## config.mk

```make
export PLATFORM = sky130hd
export DESIGN_NAME = att_spi_master_flat
export DESIGN_NICKNAME = d
export VERILOG_FILES = /design/src/rtl/att_spi_if.sv /design/src/rtl/att_spi_master.sv /design/src/flat_wrapper.sv
export SDC_FILE = /design/constraint.sdc
export NUM_CORES = 1
export LEC_CHECK = 0
export ABC_AREA = 1
export BUFFER_PORTS_ARGS = -buffer_cell sky130_fd_sc_hd__buf_2
export CORE_MARGIN = 1.5
export CORE_UTILIZATION = 48
export DETAILED_ROUTE_END_ITERATION = 12
export PLACE_DENSITY = 0.85
export SLEW_MARGIN = 20
export SYNTH_ARGS = -nofsm -noshare
export SYNTH_HDL_FRONTEND = slang
export SYNTH_SLANG_ARGS = --single-unit
```

## constraint.sdc

```tcl
create_clock -name clk_i -period 1.75 [get_ports clk_i]
set_clock_uncertainty 0.05 [all_clocks]
set_input_delay 0.35 -clock clk_i [delete_from_list [all_inputs] [get_ports clk_i]]
set_output_delay 0.35 -clock clk_i [all_outputs]
set_load 0.05 [all_outputs]
```

## src/rtl/att_spi_if.sv

```systemverilog
// Bundled control and SPI pins between the attenuator register block and att_spi_master.
// The optional att_le signal exists only when ATT_SPI_LE_EN is defined.
interface att_spi_if #(
  parameter int unsigned NCS = 4
) ();
  logic            start;
  logic [31:0]     att_data;
  logic [31:0]     att_csmask;
  logic            soft_rst;
  logic            sclk;
  logic            mosi;
  logic [NCS-1:0]  cs_n;
  logic            busy;
  logic            done;
`ifdef ATT_SPI_LE_EN
  logic            att_le;
`endif

  modport master (
    input  start, att_data, att_csmask, soft_rst,
    output sclk, mosi, cs_n, busy, done
`ifdef ATT_SPI_LE_EN
    , output att_le
`endif
  );

  modport slave (
    output start, att_data, att_csmask, soft_rst,
    input  sclk, mosi, cs_n, busy, done
`ifdef ATT_SPI_LE_EN
    , input att_le
`endif
  );
endinterface

```

## src/rtl/att_spi_master.sv

```systemverilog
// SPI mode-0 master shifting one word MSB-first into the attenuators selected by a CS mask.
// Define ATT_SPI_LE_EN to add a LATCH state driving att_le after chip-select release.
module att_spi_master #(
  parameter int unsigned CLK_DIV   = 4,
  parameter int unsigned DATA_BITS = 16,
  parameter int unsigned NCS       = 4
) (
  input  logic      clk_i,
  input  logic      reset_i,
  att_spi_if.master bus
);

  localparam int unsigned BitW = (DATA_BITS > 1) ? $clog2(DATA_BITS) : 1;

  typedef enum logic [2:0] {
    StIdle,
    StSetup,
    StShiftLo,
    StShiftHi,
    StHold
`ifdef ATT_SPI_LE_EN
    , StLatch
`endif
  } state_e;

  state_e               state_q, state_d;
  logic [7:0]           div_q, div_d;
  logic [BitW-1:0]      bit_q, bit_d;
  logic [DATA_BITS-1:0] shreg_q, shreg_d;
  logic [NCS-1:0]       mask_q, mask_d;
  logic                 sclk_q, sclk_d;
  logic                 mosi_q, mosi_d;
  logic [NCS-1:0]       cs_n_q, cs_n_d;
  logic                 busy_q, busy_d;
  logic                 done_q, done_d;
`ifdef ATT_SPI_LE_EN
  logic                 le_q, le_d;
`endif

  logic div_last;
  logic bit_last;
  logic unused_inputs;

  assign div_last      = (div_q == 8'(CLK_DIV - 1));
  assign bit_last      = (bit_q == BitW'(DATA_BITS - 1));
  assign unused_inputs = ^{bus.att_data, bus.att_csmask};

  // Next-state: the divider free-runs in every active state and wraps on each phase boundary.
  always_comb begin
    state_d = state_q;
    bit_d   = bit_q;
    shreg_d = shreg_q;
    mask_d  = mask_q;
    div_d   = (state_q == StIdle || div_last) ? 8'd0 : div_q + 8'd1;

    unique case (state_q)
      StIdle: begin
        // A start in the done cycle is dropped; only a settled idle accepts work.
        if (bus.start && !bus.soft_rst && !done_q) begin
          shreg_d = bus.att_data[DATA_BITS-1:0];
          mask_d  = bus.att_csmask[NCS-1:0];
          bit_d   = '0;
          state_d = StSetup;
        end
      end
      StSetup: begin
        if (mask_q == '0) begin
          state_d = StIdle;
        end else if (div_last) begin
          state_d = StShiftLo;
        end
      end
      StShiftLo: begin
        if (div_last) state_d = StShiftHi;
      end
      StShiftHi: begin
        if (div_last) begin
          if (bit_last) begin
            state_d = StHold;
          end else begin
            bit_d   = bit_q + 1'b1;
            shreg_d = shreg_q << 1;
            state_d = StShiftLo;
          end
        end
      end
      StHold: begin
`ifdef ATT_SPI_LE_EN
        if (div_last) state_d = StLatch;
`else
        if (div_last) state_d = StIdle;
`endif
      end
`ifdef ATT_SPI_LE_EN
      StLatch: begin
        if (div_last) state_d = StIdle;
      end
`endif
      default: state_d = StIdle;
    endcase

    if (bus.soft_rst) begin
      state_d = StIdle;
      bit_d   = '0;
      div_d   = 8'd0;
    end
  end

  // Outputs are registered from the next state so pins change together with the FSM.
  always_comb begin
    sclk_d = 1'b0;
    mosi_d = 1'b0;
    cs_n_d = '1;
    busy_d = (state_d != StIdle);
    done_d = (state_q != StIdle) && (state_d == StIdle) && !bus.soft_rst;
`ifdef ATT_SPI_LE_EN
    le_d   = 1'b0;
`endif
    unique case (state_d)
      StSetup, StShiftLo, StShiftHi: begin
        cs_n_d = ~mask_d;
        mosi_d = (|mask_d) & shreg_d[DATA_BITS-1];
        sclk_d = (state_d == StShiftHi);
      end
      StHold: begin
        cs_n_d = ~mask_d;
        mosi_d = mosi_q;
      end
`ifdef ATT_SPI_LE_EN
      StLatch: le_d = 1'b1;
`endif
      default: ;
    endcase
  end

  always_ff @(posedge clk_i) begin
    if (reset_i) begin
      state_q <= StIdle;
      div_q   <= 8'd0;
      bit_q   <= '0;
      shreg_q <= '0;
      mask_q  <= '0;
      sclk_q  <= 1'b0;
      mosi_q  <= 1'b0;
      cs_n_q  <= '1;
      busy_q  <= 1'b0;
      done_q  <= 1'b0;
`ifdef ATT_SPI_LE_EN
      le_q    <= 1'b0;
`endif
    end else begin
      state_q <= state_d;
      div_q   <= div_d;
      bit_q   <= bit_d;
      shreg_q <= shreg_d;
      mask_q  <= mask_d;
      sclk_q  <= sclk_d;
      mosi_q  <= mosi_d;
      cs_n_q  <= cs_n_d;
      busy_q  <= busy_d;
      done_q  <= done_d;
`ifdef ATT_SPI_LE_EN
      le_q    <= le_d;
`endif
    end
  end

  assign bus.sclk = sclk_q;
  assign bus.mosi = mosi_q;
  assign bus.cs_n = cs_n_q;
  assign bus.busy = busy_q;
  assign bus.done = done_q;
`ifdef ATT_SPI_LE_EN
  assign bus.att_le = le_q;
`endif

endmodule
```

## src/flat_wrapper.sv

```systemverilog
// flat-port wrapper written by rule: the top's interface ports become plain ports
module att_spi_master_flat 
#(
  parameter int unsigned CLK_DIV   = 4,
  parameter int unsigned DATA_BITS = 16,
  parameter int unsigned NCS       = 4
)
  (clk_i, reset_i, bus_start, bus_att_data, bus_att_csmask, bus_soft_rst, bus_sclk, bus_mosi, bus_cs_n, bus_busy, bus_done);
  att_spi_if #(.NCS(NCS)) bus_i ();
  input  logic clk_i;
  input  logic reset_i;
  input wire logic [$bits(bus_i.start)-1:0] bus_start;
  input wire logic [$bits(bus_i.att_data)-1:0] bus_att_data;
  input wire logic [$bits(bus_i.att_csmask)-1:0] bus_att_csmask;
  input wire logic [$bits(bus_i.soft_rst)-1:0] bus_soft_rst;
  output wire logic [$bits(bus_i.sclk)-1:0] bus_sclk;
  output wire logic [$bits(bus_i.mosi)-1:0] bus_mosi;
  output wire logic [$bits(bus_i.cs_n)-1:0] bus_cs_n;
  output wire logic [$bits(bus_i.busy)-1:0] bus_busy;
  output wire logic [$bits(bus_i.done)-1:0] bus_done;
  assign bus_i.start = bus_start;
  assign bus_i.att_data = bus_att_data;
  assign bus_i.att_csmask = bus_att_csmask;
  assign bus_i.soft_rst = bus_soft_rst;
  assign bus_sclk = bus_i.sclk;
  assign bus_mosi = bus_i.mosi;
  assign bus_cs_n = bus_i.cs_n;
  assign bus_busy = bus_i.busy;
  assign bus_done = bus_i.done;
  att_spi_master #(.CLK_DIV(CLK_DIV), .DATA_BITS(DATA_BITS), .NCS(NCS)) u_core (.clk_i(clk_i), .reset_i(reset_i), .bus(bus_i));
endmodule
```

==> results.yml, run 1 <==
run_status:
  outcome: "finished, final reports clean"
setup_path:
  cp_common_cell: "nor2_1"
  start_kind: "flop"
  max_stage_delay_ns: 0.36
  critPathSlowestCell: "dfxtp_2"
  worst_r2r_startpoint: "u_core.bit_q[0]$_SDFFE_PP0P_"
  arrival_ns: 1.78
  r2r_end: "u_core.bus.mosi$_SDFFE_PP0P_"
  crit_chain: "ha_2, nand2_1, nor2_1, nor2_1, nand2_2, nand2_4, nor2_1, nor2_1, nor2_1, nand2_1, a21oi_2"
  reg2reg_setup_slack_ns: 0.15
  critPathTopFamily: "simple AND/OR/NAND/NOR gates"
  crit_required_ns: 1.93
  end_kind: "flop"
  path_class: "reg -> reg"
  path_max_fanout: 7
  cp.buffers_inverters: 0
  r2r_cells: 11
pwr:
  p_int_uw: 1345
  p_switching_uw: 420.5
  p_clk_share_pct: 33.1
  p_leak_uw: 0.0009406
  worst_ir_drop_vdd_mv: 0.4332
  p_comb_share_pct: 9.1
  pwr_density_cell_nw_per_um2: 799.6
  switching_share_pct: 23.81
  p_seq_share_pct: 57.8
timing:
  final_max_slew_viol_count: 0
  slew_headroom_pct: 81.28
  fmax_mhz: 624.8
  hold_viol_final: 0
  whs_ns: 0.2700
  setup_violations: 0
  fin_crit_ns: 1.601
  tightest_slew_ns: 0.2809
  period_share_pct: 91.46
synth:
  yosysTopAreaCellShare_pct: 44.44
  synth_cell_types: 31
  syn_avg_cell_area_um2: 7.095
  syn_area_um2: 1937
  ys.warnings.count: 0
  synth_nets: 343
  ys_top_cells_by_area: "dfxtp_1 44%, nand2_1 18%, nor2_1 8.3%"
  seq_area_frac_synth_pct: 44.44
  ys_ff_latch: 43
  synth_area_leader_cell: "dfxtp_1"
  syn_inst: 273
global_route:
  grt_pass1_wl_um: 6258
  grt_overflow_total: 0
  antenna_found_initial: 0
  grt_use_total_pct: 18.36
  grt_max_degree: 27
  grt_pass1_vias: 1530
route:
  drt_iter0_drc: 100
  wl_um: 3651
  drc: 0
  viasPerCell: 4.823
  ant_nets: 0
  wire_per_inst_um: 10.26
  routed-via-count: 1717
  drt-pass1-iter-count: 5
floorplanning:
  ios: 76
  dieArea_um2: 4425
  start_util_pct: 51.36
  placeableCoreArea_um2: 3771
  chipHeight_um: 66.52
  chipWidth_um: 66.52
  rows: 22
cts:
  clkTransAtPathRegs_ns: 0.07
  cts_inserted_buffers: 5
  clockRootBuffer: "clkbuf_8"
  cts_tree: "yes"
  cts_max_level: 2
  cts.path.max_buffers: 2
  clock_latency_ns: 0.29
  cts.sinks: 43
hold_path:
  min_from: "bus_att_data[0]"
  hold_class: "in -> reg"
  hold-path-endpoint: "u_core.shreg_q[0]$_SDFFE_PP0P_"
  holdPathStages: 3
finish:
  post-route-cell-area_um2: 2208
  drive_above_1_share_pct: 20.45
  fin_util_pct: 58.56
  nets: 377
  layout_commonest_cell: "nand2_1"
  syn_to_final_growth_pct: 14.02
  antenna_cells: 0
  layout_common_cells: "94 x nand2_1, 43 x nor2_1, 42 x dfxtp_1"
placed_design:
  dp_hpwl_um: 2654
  port_buffers: 31
  gp_congestion: 0.8758
  placed_area_um2: 2113
flow_run:
  drv_cap: 0
-- logic make-up (layout without fill, tap and decap cells) --
kind of cell               count (synthesis)  in the layout  synth area share (%)
DFF                                       43             43                 44.44
buffers and inverters                     36             71                 8.462
xor gates and xnor gates                   2              2                0.9046
adders and majority gates                  2              2                 1.292
AOI/OAI and AO/OA                         25             25                 8.074
and+or+nand+nor                          165            165                 36.82
-- synth_stat cells (all sizes together) --
master / instances
inv: 28
nor3b: 1
nand2: 100
clkbuf: 2
or2: 1
a211oi: 1
buf: 5
dfxtp: 43
clkinv: 1
xor2: 1
a21oi: 8
o21bai: 1
nand3b: 1
nand3: 10
nand4: 1
a31oi: 14
xnor2: 1
o21ai: 1
ha: 2
nor3: 5
nor2: 46
-- metal layers --
| metal | routed length (um) | vias up | part of all wire [%] | track usage [%] |
|---|---|---|---|---|
| li1 | - | 919 | - | - |
| met1 | 1704 | 762 | 47 | 22.46 |
| met2 | 1746 | 30 | 48 | 31.25 |
| met3 | 147 | 6 | 4.0 | 4.730 |
| met4 | 52 | 0 | 1.4 | 6.122 |
| met5 | 0 | - | 0 | 0 |
-- worst min-delay path, stage by stage --
cell and delay, ns:
buf_2 0.09, nand2_1 0.06, a21oi_1 0.06
-- cell type report --
class | count | area (um^2)
fill | 366 | 1563
multi-input combinational | 194 | 917.1
sequential | 43 | 862.1
timing repair buffer | 34 | 177.7
inverter | 29 | 110.1
clock buffer | 7 | 76.32
tap | 48 | 60.06
clock inverter | 1 | 5.005
-- sequential cells by signal, summed over array words and instances, names as in the netlist --
register         flops
u_core.bus.mosi      1
u_core.state_q       3
u_core.bit_q         4
u_core.mask_q        4
u_core.shreg_q      16
u_core.div_q         8
u_core.bus.cs_n      4
u_core.bus.sclk      1
u_core.bus.done      1
u_core.bus.busy      1
-- stage by stage --
| step | setup WS (ns) | TNS (ns) | std cells | total power, uW |
|---|---|---|---|---|
| 6_report | 0.1494 | 0 | 356 | 1766 |
| 5_1_grt | -0.003197 | -0.005187 | 356 | 1837 |
| 4_1_cts | 0.09032 | 0 | 355 | 1780 |
| 3_5_place_dp | 0.02479 | 0 | 347 | 1203 |
| 3_3_place_gp | 0.05308 | 0 | 347 | 1199 |
| 2_1_floorplan | 0.1954 | 0 | 273 | 1155 |
-- worst max path at each step --
stage	to	cells past startpoint	slack [ns]	from
after detailed placement	u_core.bus.mosi$_SDFFE_PP0P_	11	0.02	bus_soft_rst
after floorplan	u_core.bus.mosi$_SDFFE_PP0P_	9	0.20	u_core.bus.done$_SDFF_PP0_
after CTS	u_core.bus.mosi$_SDFFE_PP0P_	11	0.09	u_core.bit_q[0]$_SDFFE_PP0P_
final	u_core.bus.mosi$_SDFFE_PP0P_	11	0.15	u_core.bit_q[0]$_SDFFE_PP0P_
after global placement	u_core.bus.mosi$_SDFFE_PP0P_	11	0.05	bus_soft_rst
after global routing	u_core.bus.mosi$_SDFFE_PP0P_	10	-0.003	u_core.div_q[0]$_SDFF_PP0_
-- timing repair --
action,4_1_cts,5_1_grt
resized for setup,0,3
hold buffers,0,0
endpoints found under the setup margin,0,16
setup buffers,0,1
-- power groups by stage --
stage	Sequential [uW]	Clock, uW	Combinational (uW)
final	1020	585	161
after global routing	1020	632	183
after CTS	1020	599	162
after detailed placement	1040	0	160
after global placement	1040	0	157
after floorplan	1050	0	105
Note: power is estimated with default switching activity, not from simulation.
==> run 2, diff against run 1 <==
--- a/config.mk
+++ b/config.mk
@@ -11,6 +11,7 @@
 export CORE_UTILIZATION = 48
 export DETAILED_ROUTE_END_ITERATION = 12
 export PLACE_DENSITY = 0.85
+export RECOVER_POWER = 25
 export SLEW_MARGIN = 20
 export SYNTH_ARGS = -nofsm -noshare
 export SYNTH_HDL_FRONTEND = slang
==> constraint.sdc (replaced) <==
create_clock -name clk_i -period 1.75 [get_ports clk_i]
set_clock_uncertainty 0.05 [all_clocks]
set_input_delay 0.2625 -clock clk_i [delete_from_list [all_inputs] [get_ports clk_i]]
set_output_delay 0.2625 -clock clk_i [all_outputs]
set_load 0.05 [all_outputs]
==> results.yml, run 2 (synthesized netlist as in run 1, its figures left out) <==
run_status:
  outcome: "finished, final reports clean"
finish:
  regMostFlops: "u_core.shreg_q"
  multi_input_area_um2: 914.6
  layout_common_cells: "95 x nand2_1, 43 x nor2_1, 42 x dfxtp_1"
  fillers: 368
  layout_commonest_cell: "nand2_1"
  nets: 377
  antenna_cells: 0
  top_regs: "u_core.shreg_q: 16 flops, u_core.div_q: 8 flops"
  seq_area_um2: 862.1
  drive_above_1_share_pct: 17.53
  syn_to_final_growth_pct: 13.37
  largest_reg_flops: 16
timing:
  fmax_mhz: 624.6
  worst_slack_ns: 0.1490
  period_share_pct: 91.48
  slew_headroom_pct: 60.87
  final_max_slew_viol_count: 0
  tightest_slew_ns: 0.5895
  whs_ns: 0.1804
  fin_crit_ns: 1.601
  hold_viol_final: 0
  setup_violations: 0
floorplanning:
  dieArea_um2: 4425
  rows: 22
  chipHeight_um: 66.52
  ios: 76
  chipWidth_um: 66.52
  placeableCoreArea_um2: 3771
  start_util_pct: 51.36
cts:
  clock_latency_ns: 0.29
  cts.sinks: 43
  cts_inserted_buffers: 5
  cts_max_level: 2
  cts.path.max_buffers: 2
  clockRootBuffer: "clkbuf_8"
  clkTransAtPathRegs_ns: 0.07
  cts_tree: "yes"
placed_design:
  dp_hpwl_um: 2654
  place_ws_ns: 0.1123
  port_buffers: 31
  gp_congestion: 0.8758
setup_path:
  worst_r2r_startpoint: "u_core.bit_q[0]$_SDFFE_PP0P_"
  r2r_end: "u_core.bus.mosi$_SDFFE_PP0P_"
  path_max_fanout: 7
  crit_required_ns: 1.93
  reg2reg_setup_slack_ns: 0.15
  arrival_ns: 1.78
  r2r_cells: 11
  start_kind: "flop"
  path_class: "reg -> reg"
  critPathCapture: "u_core.bus.mosi$_SDFFE_PP0P_"
  cp-startpoint: "u_core.bit_q[0]$_SDFFE_PP0P_"
  end_kind: "flop"
route:
  drt-pass1-iter-count: 4
  drc: 0
  ant_nets: 0
  drt_iter0_drc: 98
  routed-via-count: 1730
  wire_per_inst_um: 10.31
  wl_um: 3670
  viasPerCell: 4.860
global_route:
  grt_max_degree: 27
  antenna_found_initial: 0
  grt_overflow_total: 0
  grt_pass1_wl_um: 6258
  grt_pass1_vias: 1530
  grt_use_total_pct: 18.36
pwr:
  power.total_uw: 1767
  p_leak_uw: 0.0009191
  worst_ir_drop_vdd_mv: 0.4334
  pwr_density_cell_nw_per_um2: 804.5
hold_path:
  min_from: "bus_att_data[0]"
  hold_class: "in -> reg"
flow_run:
  drv_cap: 0
[run 2: cell types whose count changed in the layout (fill, tap and decap cells not counted), sizes merged]
cell and delta:
buf -8, clkbuf +8
[run 2: worst max-delay path, cell delays in order, from the launching register on]
cell	delay (ns)
dfxtp_2	0.36
ha_2	0.21
nand2_1	0.06
nor2_1	0.12
nor2_1	0.06
nand2_2	0.11
nand2_4	0.09
nor2_1	0.13
nor2_1	0.07
nor2_1	0.11
nand2_1	0.08
a21oi_2	0.11
[run 2: cell type report]
type	count	area share, %
clock buffer	7	3.476
clock inverter	1	0.2279
inverter	29	5.014
multi-input combinational	194	41.65
sequential	43	39.26
tap	48	2.735
timing repair buffer	34	7.635
[run 2: what timing repair did]
action                                  4_1_cts  5_1_grt
endpoints found under the setup margin        0       16
hold buffers                                  0        0
buffers inserted                              0        1
gates resized for setup                       0        3
[run 2: per-stage QoR]
step                       TNS (ns)  instances  utilization, %  cell area, um^2
after CTS                         0        355           58.20             2195
after detailed placement          0        347           56.04             2113
final                             0        356           58.23             2196
after global placement            0        347           56.04             2113
after global routing      -0.005187        356           58.23             2196
after floorplan                   0        273               -             1937
[run 2: worst min-delay path by stage]
stage                                                 to  slack (ns)  cells after the start
after global placement        u_core.div_q[0]$_SDFF_PP0_        0.38                      1
after CTS                 u_core.shreg_q[0]$_SDFFE_PP0P_        0.18                      3
final                     u_core.shreg_q[0]$_SDFFE_PP0P_        0.18                      3
after detailed placement      u_core.div_q[0]$_SDFF_PP0_        0.39                      1
after global routing      u_core.shreg_q[0]$_SDFFE_PP0P_        0.18                      3
after floorplan           u_core.shreg_q[0]$_SDFFE_PP0P_        0.36                      2
[run 2: per-layer routing]
metal	track usage (%)	up-vias	wire length, um
met2	31.25	33	1788
li1	-	922	-
met5	0	-	0
met1	22.46	767	1667
met4	6.122	0	57
met3	4.730	8	157
[run 2: power by group]
| part | internal (uW) | total, uW | switching, uW |
|---|---|---|---|
| logic | 58.2 | 160 | 101 |
| clock network | 280 | 587 | 307 |
| registers | 1010 | 1020 | 14.0 |
